===== config.mk =====
export PLATFORM = sky130hd
export DESIGN_NAME = itch_order_encoder
export DESIGN_NICKNAME = d
export VERILOG_FILES = /design/src/rtl/itch_order_encoder.sv
export SDC_FILE = /design/constraint.sdc
export NUM_CORES = 1
export LEC_CHECK = 0
export CAP_MARGIN = 25
export CELL_PAD_IN_SITES_DETAIL_PLACEMENT = 0
export CELL_PAD_IN_SITES_GLOBAL_PLACEMENT = 1
export CORE_ASPECT_RATIO = 0.9
export CORE_MARGIN = 2
export CORE_UTILIZATION = 38
export DETAILED_ROUTE_END_ITERATION = 12
export PLACE_DENSITY = 0.82
export SYNTH_ARGS = -nofsm -noshare
export SYNTH_HDL_FRONTEND = slang
export SYNTH_SLANG_ARGS = --single-unit

===== constraint.sdc =====
create_clock -name i_clk -period 2.24 [get_ports i_clk]
set_input_delay 0.336 -clock i_clk [delete_from_list [all_inputs] [get_ports i_clk]]
set_output_delay 0.336 -clock i_clk [all_outputs]
set_load 0.02 [all_outputs]

===== src/rtl/itch_order_encoder.sv =====
`timescale 1ns/1ps
`default_nettype none
// ============================================================================
//  Module   : itch_order_encoder
//  Purpose  : Serialises one accepted quote into ITCH "A" (Add Order)
//             messages, buy then sell, on a REG_WIDTH-bit valid/ready/last
//             stream.
//  Options  : ENCODER_INT_TS_EN - capture an internal free-running timestamp
//             instead of i_timestamp.
//  Revision : 1.0 - initial parametrised release
// ============================================================================
module itch_order_encoder #(
    parameter int          REG_WIDTH     = 32,
    parameter int          ORDER_ID_W    = 64,
    parameter logic [63:0] ORDER_ID_BASE = 64'd1,
    parameter logic [47:0] TS_INC        = 48'd1
) (
    input  logic                 i_clk,
    input  logic                 i_rst_n,
    input  logic                 i_valid,
    output logic                 o_ready,
    input  logic [1:0]           i_stock_symbol,
    input  logic [1:0]           i_side_en,
    input  logic [31:0]          i_buy_price,
    input  logic [31:0]          i_sell_price,
    input  logic [31:0]          i_quantity,
    input  logic [15:0]          i_locate_code,
    input  logic [15:0]          i_tracking_number,
    input  logic [47:0]          i_timestamp,
    input  logic                 i_flush,
    output logic [REG_WIDTH-1:0] o_data,
    output logic                 o_valid,
    output logic                 o_last,
    input  logic                 i_ready
);

    localparam int c_BPW       = REG_WIDTH / 8;
    localparam int c_NUM_WORDS = (36 + c_BPW - 1) / c_BPW;
    localparam int c_IDX_W     = $clog2(c_NUM_WORDS);
    localparam logic [c_IDX_W-1:0]    c_LAST_IDX = c_IDX_W'(c_NUM_WORDS - 1);
    localparam logic [ORDER_ID_W-1:0] c_ID_BASE  = ORDER_ID_BASE[ORDER_ID_W-1:0];

    typedef enum logic [1:0] {
        IDLE      = 2'd0,
        EMIT_BUY  = 2'd1,
        EMIT_SELL = 2'd2
    } state_t;

    state_t                  r_state;
    state_t                  w_state_nxt;
    logic [1:0]              r_symbol;
    logic                    r_sell_en;
    logic [31:0]             r_buy_price;
    logic [31:0]             r_sell_price;
    logic [31:0]             r_quantity;
    logic [15:0]             r_locate;
    logic [15:0]             r_tracking;
    logic [47:0]             r_timestamp;
    logic                    r_flush_pend;
    logic [ORDER_ID_W-1:0]   r_order_id;
    logic [c_IDX_W-1:0]      r_word_idx;

    logic                    w_accept;
    logic                    w_hs;
    logic                    w_last_hs;
    logic [47:0]             w_ts_src;
    logic [63:0]             w_sym_ascii;
    logic [63:0]             w_ref64;
    logic [31:0]             w_price;
    logic                    w_is_sell;
    logic [c_NUM_WORDS*REG_WIDTH-1:0] w_msg;
    logic [REG_WIDTH-1:0]    w_word;

`ifdef ENCODER_INT_TS_EN
    logic [47:0] r_ts_ctr;
    logic        w_unused_ts;

    always_ff @(posedge i_clk or negedge i_rst_n) begin
        if (!i_rst_n) r_ts_ctr <= '0;
        else          r_ts_ctr <= r_ts_ctr + TS_INC;
    end

    assign w_ts_src    = r_ts_ctr;
    assign w_unused_ts = ^i_timestamp;
`else
    logic [47:0] w_unused_ts_inc;

    assign w_ts_src        = i_timestamp;
    assign w_unused_ts_inc = TS_INC;
`endif

    assign w_accept  = i_valid && o_ready;
    assign w_hs      = o_valid && i_ready;
    assign w_last_hs = w_hs && (r_word_idx == c_LAST_IDX);

    always_comb begin
        w_state_nxt = r_state;
        o_ready     = (r_state == IDLE);
        o_valid     = (r_state != IDLE);
        o_last      = o_valid && (r_word_idx == c_LAST_IDX);
        case (r_state)
            IDLE: begin
                if (w_accept && (i_side_en != 2'b00))
                    w_state_nxt = i_side_en[0] ? EMIT_BUY : EMIT_SELL;
            end
            EMIT_BUY: begin
                // A flush arriving on the final buy handshake still cancels the sell.
                if (w_last_hs)
                    w_state_nxt = (r_sell_en && !(r_flush_pend || i_flush)) ? EMIT_SELL : IDLE;
            end
            EMIT_SELL: begin
                if (w_last_hs) w_state_nxt = IDLE;
            end
            default: w_state_nxt = IDLE;
        endcase
    end

    always_ff @(posedge i_clk or negedge i_rst_n) begin
        if (!i_rst_n) begin
            r_state      <= IDLE;
            r_symbol     <= '0;
            r_sell_en    <= 1'b0;
            r_buy_price  <= '0;
            r_sell_price <= '0;
            r_quantity   <= '0;
            r_locate     <= '0;
            r_tracking   <= '0;
            r_timestamp  <= '0;
            r_flush_pend <= 1'b0;
            r_order_id   <= c_ID_BASE;
            r_word_idx   <= '0;
        end else begin
            r_state <= w_state_nxt;
            if (w_accept) begin
                r_symbol     <= i_stock_symbol;
                r_sell_en    <= i_side_en[1];
                r_buy_price  <= i_buy_price;
                r_sell_price <= i_sell_price;
                r_quantity   <= i_quantity;
                r_locate     <= i_locate_code;
                r_tracking   <= i_tracking_number;
                r_timestamp  <= w_ts_src;
            end
            if (w_state_nxt == IDLE)
                r_flush_pend <= 1'b0;
            else if ((r_state == EMIT_BUY) && i_flush)
                r_flush_pend <= 1'b1;
            if (w_hs)
                r_word_idx <= (r_word_idx == c_LAST_IDX) ? '0 : r_word_idx + c_IDX_W'(1);
            if (w_last_hs)
                r_order_id <= r_order_id + ORDER_ID_W'(1);
        end
    end

    always_comb begin
        w_sym_ascii = "AAPL    ";
        case (r_symbol)
            2'd0:    w_sym_ascii = "AAPL    ";
            2'd1:    w_sym_ascii = "AMZN    ";
            2'd2:    w_sym_ascii = "GOOGL   ";
            default: w_sym_ascii = "MSFT    ";
        endcase
    end

    assign w_is_sell = (r_state == EMIT_SELL);
    assign w_price   = w_is_sell ? r_sell_price : r_buy_price;
    assign w_ref64   = 64'(r_order_id);

    // Byte n of the message lives at w_msg[8n+7:8n]; fields are big-endian.
    always_comb begin
        w_msg        = '0;
        w_msg[7:0]   = 8'h41;
        for (int i = 0; i < 2; i++) begin
            w_msg[8*(1+i) +: 8] = r_locate[8*(1-i) +: 8];
            w_msg[8*(3+i) +: 8] = r_tracking[8*(1-i) +: 8];
        end
        for (int i = 0; i < 6; i++)
            w_msg[8*(5+i) +: 8] = r_timestamp[8*(5-i) +: 8];
        for (int i = 0; i < 8; i++) begin
            w_msg[8*(11+i) +: 8] = w_ref64[8*(7-i) +: 8];
            w_msg[8*(24+i) +: 8] = w_sym_ascii[8*(7-i) +: 8];
        end
        w_msg[8*19 +: 8] = w_is_sell ? 8'h53 : 8'h42;
        for (int i = 0; i < 4; i++) begin
            w_msg[8*(20+i) +: 8] = r_quantity[8*(3-i) +: 8];
            w_msg[8*(32+i) +: 8] = w_price[8*(3-i) +: 8];
        end
    end

    always_comb begin
        w_word = '0;
        for (int k = 0; k < c_NUM_WORDS; k++)
            if (r_word_idx == c_IDX_W'(k))
                w_word = w_msg[k*REG_WIDTH +: REG_WIDTH];
    end

    assign o_data = o_valid ? w_word : '0;

endmodule
`default_nettype wire


* Word level (Yosys, flattened, before mapping)
Index checks and enable logic that the tools add are counted.
** Storage, ports and cells
- Word-level logic and storage cells :: 64
- Bits in read-only memories :: 0
- Register bits after elaboration :: 250
- Bits of input ports :: 185
- Latch bits :: 0
- Memory bits (writable) :: 0
- Memories kept :: 0
- Output and inout bits :: 35
** Cells by class
- Equality and inequality tests :: 12
- Add/subtract/negate cells :: 2
- Divide/modulo/power cells :: 0
- $lt $le $gt $ge :: 0
- Muxes and demuxes :: 22
- Bitwise gates (word level) :: 0
- $mul :: 0
- Shifts and indexed selects :: 0
- Reduce and logical (&&, ||, !) cells :: 16
** Operators with widths (count)
- 32-bit two-way mux :: 11
- 60-bit one-hot mux with 3 select lines :: 1
- 64-bit by 1-bit adder with 64-bit output, second input constant :: 1
- 4-bit by 3-bit == test with 1-bit output, second input constant :: 4
- 2-bit two-way mux :: 5
- 4-bit by 2-bit == test with 1-bit output, second input constant :: 2
- 1-bit logical AND :: 7
- 2-bit zero test :: 3
- 2-bit one-hot mux with 3 select lines :: 1
- 2-bit nonzero test :: 3
- 5-bit two-way mux :: 1
- 4-bit by 1-bit adder with 4-bit output, second input constant :: 1
- 2-bit by 1-bit == test with 1-bit output, second input constant :: 2
- 2-bit == test, second input constant :: 2
- 4-bit by 1-bit == test with 1-bit output, second input constant :: 1
- 4-bit == test, second input constant :: 1
- 4-bit zero test :: 1
- 4-bit two-way mux :: 1
- 1-bit two-way mux :: 2
- 1-bit zero test :: 1
- 1-bit logical OR :: 1

* Logic depth before layout (Yosys ltp)
Gate-level depths: netlist (run 1).
- Depth after elaboration :: 11
- Mapped depth :: 9
- Gate-level depth less buffers :: 7

* Least setup slack after synthesis (run 1)
OpenSTA, ideal clock, no wires.
- Path type :: reg-to-output
- Start point :: reg r_word_idx[0]
- End point :: out o_data[3]
- Path slack :: -0.691 ns
- Data arrival time :: 2.595 ns
- Buffers on the path :: 2
- Cell stages (with the launch flop) :: 8
- Required time :: 1.904 ns
- Cells stage by stage :: dfrtp_1 > inv_1 > ha_1 > clkbuf_1 > buf_1 > a22o_1 > a21oi_1 > a2111oi_0
** On the way
- Word-level cells in the longest chain between the ends :: 10
- Elaborated cells between the ends (all ways) :: 17
** Ends and longest elaborated chain
- start: declaration :: line 61 : logic [c_IDX_W-1:0] r_word_idx;
- start signal: assignment :: line 149 : r_word_idx <= (r_word_idx == c_LAST_IDX) ? '0 : r_word_idx + c_IDX_W'(1);
- 4-bit by 1-bit == test with 1-bit output :: line 193 : if (r_word_idx == c_IDX_W'(k))
- 32-bit two-way mux (7 in series) :: line 193
- 32-bit two-way mux (*) :: line 193
- 32-bit two-way mux (*) :: line 197 : assign o_data = o_valid ? w_word : '0;
- end: declaration :: line 31 : output logic [REG_WIDTH-1:0] o_data,
Mark *: on every way between the ends. The rest lies on a longest branch, timed or not.

* Worst setup path in the final report (run 1)
- Start point :: reg r_word_idx[0]
- End point :: out o_data[25]
** On the way
- Word-level cells in the longest chain between the ends :: 11
- Elaborated cells between the ends (all ways) :: 19
** Ends and longest elaborated chain (line)
- 4-bit zero test :: 193
- 32-bit two-way mux (8 in series) :: 193
- 32-bit two-way mux (*) :: 193
- 32-bit two-way mux (*) :: 197
Marks and branches as above.

==> results of run 1 <==
-- cells by family after synthesis --
group / Yosys count / share of synthesized area (%)
AO/OA/AOI/OAI: 228 / 12.2
buffers and inverters: 96 / 3.21
XOR/XNOR: 63 / 4.50
multiplexers: 198 / 17.8
adder cells (fa/ha/maj): 10 / 1.01
flip-flops: 250 / 50.4
AND/OR/NAND/NOR: 259 / 10.9
-- layout by cell type, fill, tap and decap left out, drive strengths merged, types with 12 or more instances in the layout --
master,count
a21oi,45
a221oi,21
a22oi,20
buf,288
clkbuf,36
clkdlybuf4s50,183
dfrtp,249
inv,24
mux2,184
mux2i,14
nand2,80
nand3,25
nand4,18
nor2,44
nor3,21
nor4,17
o211ai,12
o21ai,60
o22ai,14
xnor2,29
xor2,34
-- repair_timing --
action | CTS | global route
hold buffers | 1 | 0
setup endpoints to repair | 94 | 181
hold endpoints to repair | 249 | 0
buffers inserted | 22 | 25
gates cloned | 5 | 1
resized for setup | 355 | 70
pin swaps | 68 | 64
-- final timing paths --
kind                                         from        endpoint  slack (ps)  cells past startpoint
worst min register to register     r_order_id[19]  r_order_id[19]         480                      1
worst min-delay path                      i_rst_n  r_order_id[25]         190                      2
worst max register to register      r_word_idx[1]  r_order_id[45]        -430                     13
min in group i_clk              i_stock_symbol[0]     r_symbol[0]         350                      3
max in group asynchronous                 i_rst_n  r_quantity[23]        1310                      3
worst max-delay path                r_word_idx[0]      o_data[25]        -970                     11
-- cell usage after synthesis (all sizes together), types with 4 or more instances --
| library cell | number | area (um2) |
|---|---|---|
| dfrtp | 249 | 6230 |
| mux2 | 184 | 2070 |
| nand2 | 80 | 300 |
| o21ai | 60 | 300 |
| a21oi | 45 | 225 |
| clkbuf | 44 | 165 |
| nor2 | 44 | 165 |
| xor2 | 34 | 298 |
| buf | 30 | 151 |
| xnor2 | 29 | 262 |
| nand3 | 25 | 125 |
| inv | 22 | 82.6 |
| a221oi | 21 | 184 |
| nor3 | 21 | 105 |
| a22oi | 20 | 150 |
| nand4 | 18 | 138 |
| nor4 | 17 | 131 |
| mux2i | 14 | 140 |
| o22ai | 14 | 87.6 |
| o211ai | 12 | 90.1 |
| ha | 10 | 125 |
| a221o | 8 | 80.1 |
| and3 | 8 | 50.1 |
| nor2b | 8 | 50.1 |
| a222oi | 7 | 70.1 |
| a31oi | 7 | 43.8 |
| or3 | 7 | 48.8 |
| and2 | 6 | 37.5 |
| nand2b | 6 | 37.5 |
| nand3b | 5 | 37.5 |
| o22a | 5 | 43.8 |
| o31ai | 5 | 37.5 |
| and3b | 4 | 35.0 |
| nor3b | 4 | 35.0 |
| o32ai | 4 | 35.0 |
-- where the power goes --
part	total, mW	internal [mW]	switching, mW
combinational	12.0	6.32	5.72
sequential	7.68	6.29	1.40
clock	4.86	2.91	1.95
-- metrics by stage --
stage | instance area [um2] | TNS, ps
floorplan | 12700 | -329
global placement | 16800 | -38800
detailed placement | 16800 | -42070
CTS | 18800 | -34740
global route | 19300 | -46810
finish | 19300 | -40270
-- routing by layer --
layer | GRT usage, % | vias to the layer above | routed length, um
met5 | 0 | - | 0
met4 | 9.17 | 0 | 1760
met3 | 4.86 | 101 | 3150
met2 | 41.1 | 427 | 20700
met1 | 35.6 | 5474 | 19500
li1 | - | 4913 | -
-- critical path, delay by kind of cell, from the launching register on --
| kind | cells | cell delay, ps |
|---|---|---|
| buf+inv | 5 | 790 |
| flops | 1 | 440 |
| compound gates | 3 | 520 |
| fa+ha+maj | 1 | 170 |
| simple gates | 2 | 380 |
-- state kept, by name (all words and copies together) (netlist names) --
| signal | count |
|---|---|
| r_symbol | 2 |
| r_locate | 16 |
| r_order_id | 64 |
| r_state | 2 |
| r_sell_en | 1 |
| r_flush_pend | 1 |
| r_tracking | 16 |
| r_timestamp | 48 |
| r_word_idx | 4 |
| r_buy_price | 32 |
| r_quantity | 32 |
| r_sell_price | 32 |
-- area by class of cell --
type,instances,area share (%)
inverters,22,0.453
clock inverters,13,0.997
well taps,416,2.69
clock buffers,35,4.02
multi-input cells,758,35.8
repair buffers,475,23.6
flip-flops and latches,250,32.4
==> impl_metrics.toml, run 1 <==
[timing]
max_slew.worst_pin.slew_ps = 735
min_period_ps = 3210
hold_slack_ps = 188
fmax_mhz = 311
hold_viol = 0
relSlewSlack_pct = 50.8
setup_viol = 89
final.period_utilization_pct = 144
maxSlewViolCount = 0
rsz0062_at_grt = "true"
setup_ws_ps = -975
finClkSkew_ps = 36.6

[drt]
dr_total_vias = 10900
ant_nets = 0
drc = 0
wire_per_inst_um = 22.9
viasPerCell = 5.54
drt_iter0_drc = 890
first_pass_iters = 5
wl_mm = 45.1

[yosys]
synth_warnings = 0
async_flop_share_pct = 100
avgSynthCellArea_um2 = 11.3
synth_area_um2 = 12400
synth_edf_count = 0
ys_ff_latch = 250
ys_types = 64
synthCells = 1104
mappedNetlistNets = 1299
synth-main-ff-cell = "dfrtp_1"
ys_seq_area_share_pct = 50.4

[final_layout]
final_cells = 1969
fillCellCount = 2522
syn_to_final_growth_pct = 55.5
nNetsFinal = 1729
final-seq-area_um2 = 6260
layout-drive-gt1-share_pct = 44.8
multiInputGateArea_um2 = 6920
fin_util_pct = 60.3
antenna_cells = 0

[floorplanning]
die_h_um = 176
core_area_um2 = 32000
die-area_um2 = 34200
num_io_pins = 220
die_x_um = 195
row_count = 62
start_util_pct = 38.8

[run]
cap_violations = 0

[global_route]
grt_pass1_wl_mm = 67.5
grt_max_degree = 109
grt_pass1_vias = 11200
grt.total_usage_pct = 25.9
antenna_found_initial = 0
gr-total-overflow = 0

[setup_path]
startpoint_type = "flop"
cp.required_ps = 1900
end_kind = "output pin"
arrival_ps = 2880
cp_slowest_cell = "dfrtp_2"
max_stage_delay_ps = 440
path_max_fanout = 4
critPathKind = "reg -> out"
worstPathCellList = "buf_6 > ha_4 > nor2b_4 > buf_6 > buf_16 > a221oi_2 > o31ai_1 > buf_4 > nand4_1 > a21oi_2 > buf_4"

[placement]
port_buffers = 219
place_ws_ps = -840
routabilityCongestion = 0.976
dp_cells = 1879
dp_hpwl_mm = 33.3

[clocking]
cts_buffers = 27
htreeDepth = 1
clkLatencyLatePin_ps = 580
cts_tree = "done"
clock-sinks = 250
cts_buffer_depth = 3
cts_root_buffer = "clkbuf_16"
clk_pin_slew_worst_paths_ps = 60

[outcome]
status = "complete, but fails checks"
violations = "setup timing"

[power_and_ir_drop]
p_leak_nw = 8.15
power_density_nw_per_um2 = 1270
ir_drop_uv = 730
total_power_mw = 24.6

[min_path]
worstHoldPathType = "in -> async"
Note: power is estimated with default switching activity, not from simulation.
==> run 2: changes to the inputs <==
TNS_END_PERCENT = 5   (was not set)
==> run 2 against run 1 <==
Net effect: the flow still finishes with violations (setup timing); utilization fell by 1.2 points; via count about the same; total power is 1.9% lower; maximum frequency rose by 3.2%; critical path depth shrank 2; clock skew decreased by 26 ps; register-to-register slack better by 150 ps; clock power increased by 6.2%; critical endpoint is now o_data[9].
==> impl_metrics.toml, run 2 (synthesized netlist as in run 1, its figures left out) <==
[setup_path]
cp.required_ps = 1900
cp_slowest_cell = "dfrtp_2"
end_kind = "output pin"
crit_top_cell = "buf_4"
path_max_fanout = 6
max_stage_delay_ps = 460
worstPathCellList = "buf_4 > ha_4 > nor3_4 > buf_4 > o21ai_2 > o22ai_2 > o211ai_1 > a221oi_2 > buf_4"
reg2reg_from = "r_word_idx[0]"
critPathKind = "reg -> out"
path_delay_family = "compound AO/OA/AOI/OAI gates"
arrival_ps = 2780
path_buf_inv = 3
startpoint = "r_word_idx[0]"
startpoint_type = "flop"

[floorplanning]
start_util_pct = 38.8
die_x_um = 195
num_io_pins = 220
die-area_um2 = 34200
die_h_um = 176
core_area_um2 = 32000
row_count = 62

[clocking]
htreeDepth = 1
cts_tree = "done"
clkLatencyLatePin_ps = 560
cts_buffers = 28
cts_buffer_depth = 3
cts_root_buffer = "clkbuf_16"
clk_pin_slew_worst_paths_ps = 70
clock-sinks = 250

[timing]
hold_viol = 0
setup_viol = 215
final.period_utilization_pct = 139
fmax_mhz = 321
relSlewSlack_pct = 63.9
rsz0062_at_grt = "true"
maxSlewViolCount = 0
max_slew.worst_pin.slew_ps = 536
setup_ws_ps = -874
finClkSkew_ps = 10.6
min_period_ps = 3110

[drt]
viasPerCell = 5.58
drc = 0
wire_per_inst_um = 22.8
first_pass_iters = 8
dr_total_vias = 10900
wl_mm = 44.6
ant_nets = 0
drt_iter0_drc = 880

[power_and_ir_drop]
power_density_nw_per_um2 = 1270
p_leak_nw = 7.98
ir_drop_uv = 796

[final_layout]
multiInputGateArea_um2 = 6730
reg_top3 = "r_order_id (64), r_timestamp (48)"
syn_to_final_growth_pct = 52.5
layout_common_cells = "247 x dfrtp_1, 216 x buf_4, 184 x mux2_2"
final-seq-area_um2 = 6260
layout_commonest_cell = "dfrtp_1"
largest_reg_flops = 64
fin_util_pct = 59.1
antenna_cells = 0
nNetsFinal = 1716
fillCellCount = 2674
layout-drive-gt1-share_pct = 43.0
design_area_um2 = 18900
top_register = "r_order_id"

[placement]
postPlaceCellArea_um2 = 16800
place_ws_ps = -982
port_buffers = 219
dp_hpwl_mm = 33.8
routabilityCongestion = 0.974

[global_route]
grt.total_usage_pct = 25.9
gr-total-overflow = 0
grt_pass1_vias = 11200
antenna_found_initial = 0
grt_pass1_wl_mm = 67.0
grt_max_degree = 55

[min_path]
worstHoldPathType = "in -> async"

[run]
cap_violations = 0

[outcome]
status = "complete, but fails checks"
violations = "setup timing"
==> run 2: changes by cell type in the layout (fill, tap and decap cells not counted), moves of 5 or more <==
cell      previous run  this run
a221oi_1             1         6
buf_4              201       216
buf_6               61        40
nor4_4              10         5
o21ai_0             34        28
o21ai_1             12        18
==> run 2: per-layer routing <==
metal	wire length [um]	vias to the layer above	track usage [%]
li1	-	4898	-
met1	19200	5542	35.6
met2	20400	386	40.5
met3	3550	90	6.37
met4	1450	0	8.01
met5	0	-	0
==> run 2: layout make-up <==
class / count / share of cell area (%)
Multi-Input combinational cell: 758 / 35.5
Timing Repair Buffer: 461 / 22.8
Sequential cell: 250 / 33.0
Tap cell: 416 / 2.75
Clock inverter: 16 / 1.27
Clock buffer: 35 / 4.21
Inverter: 22 / 0.469
==> run 2: per-stage QoR <==
step,hold WS (ps),power (mW),setup TNS [ps],instances
after floorplan,40.4,12.7,-1140,1104
after global placement,315,17.2,-44500,1877
after detailed placement,312,17.4,-50490,1877
after CTS,340,23.6,-39480,1948
after global routing,365,25.2,-58260,1958
final,325,24.1,-35160,1958
==> run 2: path summary, 6_finish.rpt <==
check / to / slack (ps) / cells past startpoint
setup / recovery: o_data[9] / -870 / 9
hold / removal: r_order_id[63] / 330 / 2
setup reg to reg: r_order_id[54] / -280 / 12
hold reg to reg: r_order_id[19] / 480 / 1
max in group asynchronous: r_sell_price[23] / 1250 / 3
min in group i_clk: r_buy_price[20] / 390 / 2
==> run 2: timing repair <==
item / in CTS / in global routing
buffers inserted: 23 / 12
endpoints found under the setup margin: 266 / 268
endpoints found under the hold margin: 48 / 0
pin swaps: 56 / 49
gates resized for setup: 315 / 74
cloned: 2 / 0
hold buffers: 1 / 0
==> run 2: power by group <==
part / leakage (nW) / internal [mW] / switching, mW
sequential: 3.03 / 6.29 / 1.31
combinational: 4.44 / 5.87 / 5.50
clock: 0.508 / 3.21 / 1.95
total: 7.98 / 15.4 / 8.76
